==> src/rtl/f16_dot_acc_ctrl.sv <==
// Accumulate controller around an external FP16 FMAC (result = x*y + z).
// Streams operand pairs in, keeps the running sum and returns it on the last element.
module f16_dot_acc_ctrl #(
  parameter int unsigned FMAC_LAT = 1,
  parameter logic [15:0] INIT_ACC = 16'h0000,
  parameter int unsigned CNT_W    = 16
) (
  input  logic             clk,
  input  logic             rst_n,
  input  logic             clr,
  input  logic             in_valid,
  output logic             in_ready,
  input  logic [15:0]      in_x,
  input  logic [15:0]      in_y,
  input  logic             in_last,
  output logic [15:0]      fmac_x,
  output logic [15:0]      fmac_y,
  output logic [15:0]      fmac_z,
  input  logic [15:0]      fmac_result,
  output logic             out_valid,
  input  logic             out_ready,
  output logic [15:0]      out_sum,
  output logic [CNT_W-1:0] out_count,
  output logic             out_ovf
);

  localparam logic [1:0] ST_ACCEPT = 2'd0;
  localparam logic [1:0] ST_CALC   = 2'd1;
  localparam logic [1:0] ST_DONE   = 2'd2;

  localparam logic [3:0] WAIT_INIT = 4'(FMAC_LAT - 1);

  logic [1:0]       r_state;
  logic [15:0]      r_acc;
  logic [15:0]      r_fmac_x;
  logic [15:0]      r_fmac_y;
  logic [CNT_W-1:0] r_cnt;
  logic             r_ovf;
  logic [3:0]       r_wait;
  logic             r_last;
  logic             r_out_valid;
  logic [15:0]      r_out_sum;
  logic [CNT_W-1:0] r_out_count;
  logic             r_out_ovf;

  logic             w_in_ready;
  logic             w_accept;
  logic [CNT_W-1:0] w_cnt_inc;
  logic             w_ovf_next;
  logic             w_out_hs;

  // clr blocks acceptance in the same cycle so an aborted vector never leaks a pair
  assign w_in_ready = (r_state == ST_ACCEPT) && !clr;
  assign w_accept   = in_valid && w_in_ready;
  assign w_cnt_inc  = (&r_cnt) ? r_cnt : r_cnt + CNT_W'(1);
  assign w_ovf_next = r_ovf | (fmac_result[14:0] == 15'h7FFF);
  assign w_out_hs   = r_out_valid && out_ready;

  always_ff @(posedge clk or negedge rst_n) begin
    if (!rst_n) begin
      r_state     <= ST_ACCEPT;
      r_acc       <= INIT_ACC;
      r_fmac_x    <= 16'h0000;
      r_fmac_y    <= 16'h0000;
      r_cnt       <= '0;
      r_ovf       <= 1'b0;
      r_wait      <= 4'd0;
      r_last      <= 1'b0;
      r_out_valid <= 1'b0;
      r_out_sum   <= 16'h0000;
      r_out_count <= '0;
      r_out_ovf   <= 1'b0;
    end else if (clr) begin
      r_state     <= ST_ACCEPT;
      r_acc       <= INIT_ACC;
      r_cnt       <= '0;
      r_ovf       <= 1'b0;
      r_out_valid <= 1'b0;
    end else begin
      case (r_state)
        ST_ACCEPT: begin
          if (w_accept) begin
            r_fmac_x <= in_x;
            r_fmac_y <= in_y;
            r_last   <= in_last;
            r_wait   <= WAIT_INIT;
            r_state  <= ST_CALC;
          end
        end
        ST_CALC: begin
          // result is sampled on the FMAC_LAT-th edge after the accept edge
          if (r_wait != 4'd0) begin
            r_wait <= r_wait - 4'd1;
          end else begin
            r_acc <= fmac_result;
            r_cnt <= w_cnt_inc;
            r_ovf <= w_ovf_next;
            if (r_last) begin
              r_out_sum   <= fmac_result;
              r_out_count <= w_cnt_inc;
              r_out_ovf   <= w_ovf_next;
              r_out_valid <= 1'b1;
              r_state     <= ST_DONE;
            end else begin
              r_state <= ST_ACCEPT;
            end
          end
        end
        ST_DONE: begin
          if (w_out_hs) begin
            r_out_valid <= 1'b0;
            r_acc       <= INIT_ACC;
            r_cnt       <= '0;
            r_ovf       <= 1'b0;
            r_state     <= ST_ACCEPT;
          end
        end
        default: begin
          r_state <= ST_ACCEPT;
        end
      endcase
    end
  end

  assign in_ready  = w_in_ready;
  assign fmac_x    = r_fmac_x;
  assign fmac_y    = r_fmac_y;
  assign fmac_z    = r_acc;
  assign out_valid = r_out_valid;
  assign out_sum   = r_out_sum;
  assign out_count = r_out_count;
  assign out_ovf   = r_out_ovf;

endmodule

==> config.mk <==
export PLATFORM = sky130hd
export DESIGN_NAME = f16_dot_acc_ctrl
export DESIGN_NICKNAME = d
export VERILOG_FILES = /design/src/rtl/f16_dot_acc_ctrl.sv
export SDC_FILE = /design/constraint.sdc
export NUM_CORES = 1
export LEC_CHECK = 0
export CAP_MARGIN = 0
export CORE_MARGIN = 8
export CORE_UTILIZATION = 51
export DETAILED_ROUTE_END_ITERATION = 8
export GPL_TIMING_DRIVEN = 1
export PLACE_DENSITY = 0.87
export SKIP_LAST_GASP = 1
export SYNTH_ARGS = -nofsm -noshare
export SYNTH_HDL_FRONTEND = slang
export SYNTH_SLANG_ARGS = --single-unit
==> constraint.sdc <==
create_clock -name clk -period 5.25 [get_ports clk]
set_input_delay 0.7875 -clock clk [delete_from_list [all_inputs] [get_ports clk]]
set_output_delay 0.7875 -clock clk [all_outputs]
set_load 0.05 [all_outputs]
==> reports/results.txt <==
The standby leakage power is 2.89 nW. The tools report the total negative slack for setup checks as 0 ps. Setup repair after global routing left no endpoint under its margin. Clock skew on the completed layout was measured at 17.4 ps. Entering global routing, the biggest net connects 59 pins.

The per-cell routed wire length works out to 17.1 um. Using the TritonRoute via totals, the vias-per-cell ratio works out to 5.50. The design draws 3.25 mW.

The logs give 0 for the number of gates resized after CTS and 20300 um for the global-route wire length before repair. The tools report the kind of start point of the critical path as a primary input. After layout, the worst setup slack is 1870 ps. After detailed routing, the number of remaining DRC violations is 0.

Setup violations remaining at the end of the flow were counted as 0. The tools report the distinct cell type count of the synthesized netlist as 55. After global routing, the most crowded layer is met2.

The synthesized design contains 0 enable-type register cells. The top cell type's share of synthesized area works out to 0.562. The run gives 0.562 as the fraction of the yosys area taken by sequential cells. For this block, the initial DRC count from the detailed router was 157. IR analysis of the VDD net gives a maximum drop of 0.354 mV. Initial cell density of the core: 0.518. Among all stages on the critical path, the largest delay is contributed by sky130_fd_sc_hd__clkdlybuf4s50_1. The tool flagged a number of max-cap violations equal to 0.

The final hold slack came out at 400 ps. The tightest min-delay check is of the in -> async type. The half-perimeter wire length after detailed placement came out at 8930 um.

For this design, the sink count on the clock tree is 106. The worst setup path is of the in -> out kind. Clock-pin slew was measured on the worst setup and hold paths at 120 ps. The layout overhead on the synthesized area came out at 33.9%. The run gives 0.166 as the max-slew headroom at the worst pin. The first detailed-routing pass ran for 4 iterations.

The net count after synthesis was 544. No sink is reached through more buffers than the 2 on the longest clock path. The fraction of registers with async set/reset came out at 1.00. For the count of pins over their slew limit, the log shows 0. For this run, the leading register cell type out of synthesis is sky130_fd_sc_hd__dfrtp_1.

TritonCTS created 9 clock buffers. Of all nets on the critical path, the largest fanout is 7. At the pin with the least slew margin, the transition time is 1250 ps. The die boundary height was 112 um. In this run the power density over the cells is 514 nW/um^2.

The number of setup buffers added after CTS is 0. STA puts the critical path data arrival time at 2590 ps. TritonCTS built the clock tree. The number of hold buffers added after CTS was 0. By count the netlist is led by sky130_fd_sc_hd__nand2_1, sky130_fd_sc_hd__dfrtp_1, sky130_fd_sc_hd__buf_2. Among all cell types in the netlist, the one instantiated most often is sky130_fd_sc_hd__nand2_1. The hold violation total from the final report was 0. The met3 layer usage reported by global route is 0.0816, and the post-synthesis instance area is 4720 sq um.

The die area was 12600 sq um. In this run the remaining antenna-violating nets after routing total 0. The combined buffer and inverter count along the critical path was 2; the warning count from the yosys run was 0.

The share of cells above drive strength 1 was 0.0603; the antenna diode count was 0. Ranked by total cell area, the synthesized netlist is headed by sky130_fd_sc_hd__dfrtp_1, sky130_fd_sc_hd__nand2_1, sky130_fd_sc_hd__a22o_1. The most area-hungry cell type in the Yosys netlist was sky130_fd_sc_hd__dfrtp_1. OpenSTA, run right after detailed placement, puts the worst setup slack at 1890 ps. At the end of routability-driven placement, the weighted congestion stood at 0.833. The final cycle utilization of the critical path is 0.643, and the detailed-route wire length is 12400 um. The standard cell core area is 9110 sq um. Among cell families on the critical path, the largest total delay comes from buffers and inverters. The flow ran to the end, and the final reports show no timing, DRC or antenna violations.

The number of antenna violations at the first check in global routing was 0; the number of buffers inserted by port buffering was 136. During I/O placement, the number of pins put on the boundary was 137. The initialized floorplan defines 35 standard-cell rows.

The routing usage on met1 is 0.228. Synthesis inferred 106 register bits. Clock root buffer master: sky130_fd_sc_hd__clkbuf_8. The logs give 709 for the number of placed cells counting well taps and 3984 for the overall via count from detail_route. At the worst endpoint, the required time is 4460 ps.

The tools report the global-route track usage on met2 as 0.324. The critical path endpoint category is an output port. Global routing finished with a remaining overflow of 0. For the worst-skew pair, the clock arrives at the later sink with an insertion delay of 370 ps.

The post-synthesis average cell area is 9.70 sq um, and the count of nets after finishing is 666. Walking the worst path, the cells encountered are clkdlybuf4s50_1 -> nor3_1 -> clkdlybuf4s50_1. The die is 112 um wide.

Counting I/O delays and the setup requirement, the final critical path takes 3380 ps. The post-layout instance count excluding filler cells is 725. For the maximum level of the CTS H-tree, the log shows 3. The number of global-route vias before repair was 4052; the upper clock frequency limit was 0.296 GHz.

After routing the design area is 6320 sq um. The worst stage delay on the critical path is 880 ps, and the cell area after placement is 6120 sq um. Overall global routing resource usage: 0.196. The post-route core utilization is 0.694.

Counting stages on the worst path, the most repeated cell is sky130_fd_sc_hd__clkdlybuf4s50_1. Instance count of the mapped netlist: 487.
[final cells by class]
class | instances | area (sq um)
fill | 680 | 2790
sequential | 106 | 2650
multi-input combinational | 346 | 1910
timing repair buffer | 140 | 1390
tap | 111 | 139
clock buffer | 9 | 124
clock inverter | 7 | 80.1
inverter | 6 | 22.5
[kinds of logic (layout without fill, tap and decap cells)]
logic type	count (synthesis)	in the layout	synth area share
buffers and inverters	35	162	0.0352
flip-flops	106	106	0.562
XOR/XNOR	7	7	0.0130
AND/OR/NAND/NOR	247	247	0.240
AO/OA/AOI/OAI	88	88	0.140
multiplexers	1	1	0.00212
adder cells (fa/ha/maj)	3	3	0.00795
[power by group]
part,internal [mW],switching [mW]
logic,0.505,1.08
clock network,0.190,0.313
registers,1.03,0.138
total,1.72,1.53
[per-layer routing]
layer / vias up / wire [um]
met5: - / 0
met4: 0 / 175
met3: 17 / 1300
met2: 142 / 5870
met1: 1900 / 5030
li1: 1925 / -
[cell usage in the layout (no fill, tap or decap), types with 3 or more instances in the layout]
cell type                         instances
sky130_fd_sc_hd__nand2_1                167
sky130_fd_sc_hd__clkdlybuf4s50_1        135
sky130_fd_sc_hd__dfrtp_1                106
sky130_fd_sc_hd__a22o_1                  18
sky130_fd_sc_hd__nor2_1                  18
sky130_fd_sc_hd__o21ai_0                 14
sky130_fd_sc_hd__nand3_1                 11
sky130_fd_sc_hd__a31oi_1                 11
sky130_fd_sc_hd__a21oi_1                 11
sky130_fd_sc_hd__clkbuf_8                 9
sky130_fd_sc_hd__nor3_1                   8
sky130_fd_sc_hd__nand4_1                  7
sky130_fd_sc_hd__inv_1                    6
sky130_fd_sc_hd__a21o_1                   6
sky130_fd_sc_hd__and4_1                   5
sky130_fd_sc_hd__buf_4                    5
sky130_fd_sc_hd__and3_1                   4
sky130_fd_sc_hd__xnor2_1                  4
sky130_fd_sc_hd__o211ai_1                 4
sky130_fd_sc_hd__and2_1                   3
sky130_fd_sc_hd__xor2_1                   3
sky130_fd_sc_hd__a211oi_1                 3
sky130_fd_sc_hd__or3_1                    3
sky130_fd_sc_hd__ha_1                     3
[worst register-to-register path: stages, from the launching register on]
cell and delay, ps:
sky130_fd_sc_hd__dfrtp_1 460, sky130_fd_sc_hd__ha_1 320, sky130_fd_sc_hd__nand3_2 250, sky130_fd_sc_hd__nor4_2 990, sky130_fd_sc_hd__o21ai_0 210, sky130_fd_sc_hd__a31oi_1 190
[worst paths after layout]
check	cells after the start	start	slack, ps	to
hold / removal	1	rst_n	400	fmac_y[7]$_DFFE_PN0P_
max in group asynchronous	2	rst_n	3680	out_count[6]$_DFFE_PN0P_
min in group clk	2	fmac_y[15]$_DFFE_PN0P_	490	fmac_y[15]$_DFFE_PN0P_
hold reg to reg	2	fmac_y[15]$_DFFE_PN0P_	490	fmac_y[15]$_DFFE_PN0P_
setup / recovery	3	clr	1870	in_ready
setup reg to reg	5	r_cnt[0]$_DFFE_PN0P_	2770	out_count[9]$_DFFE_PN0P_
[registers in the layout, indices dropped and copies added, names as in the netlist]
name and flops:
fmac_x 16, fmac_y 16, fmac_z 16, out_count 16
out_ovf 1, out_sum 16, out_valid 1, r_cnt 16
r_last 1, r_ovf 1, r_state 2, r_wait 4
Power figures use the tool's default switching activity.
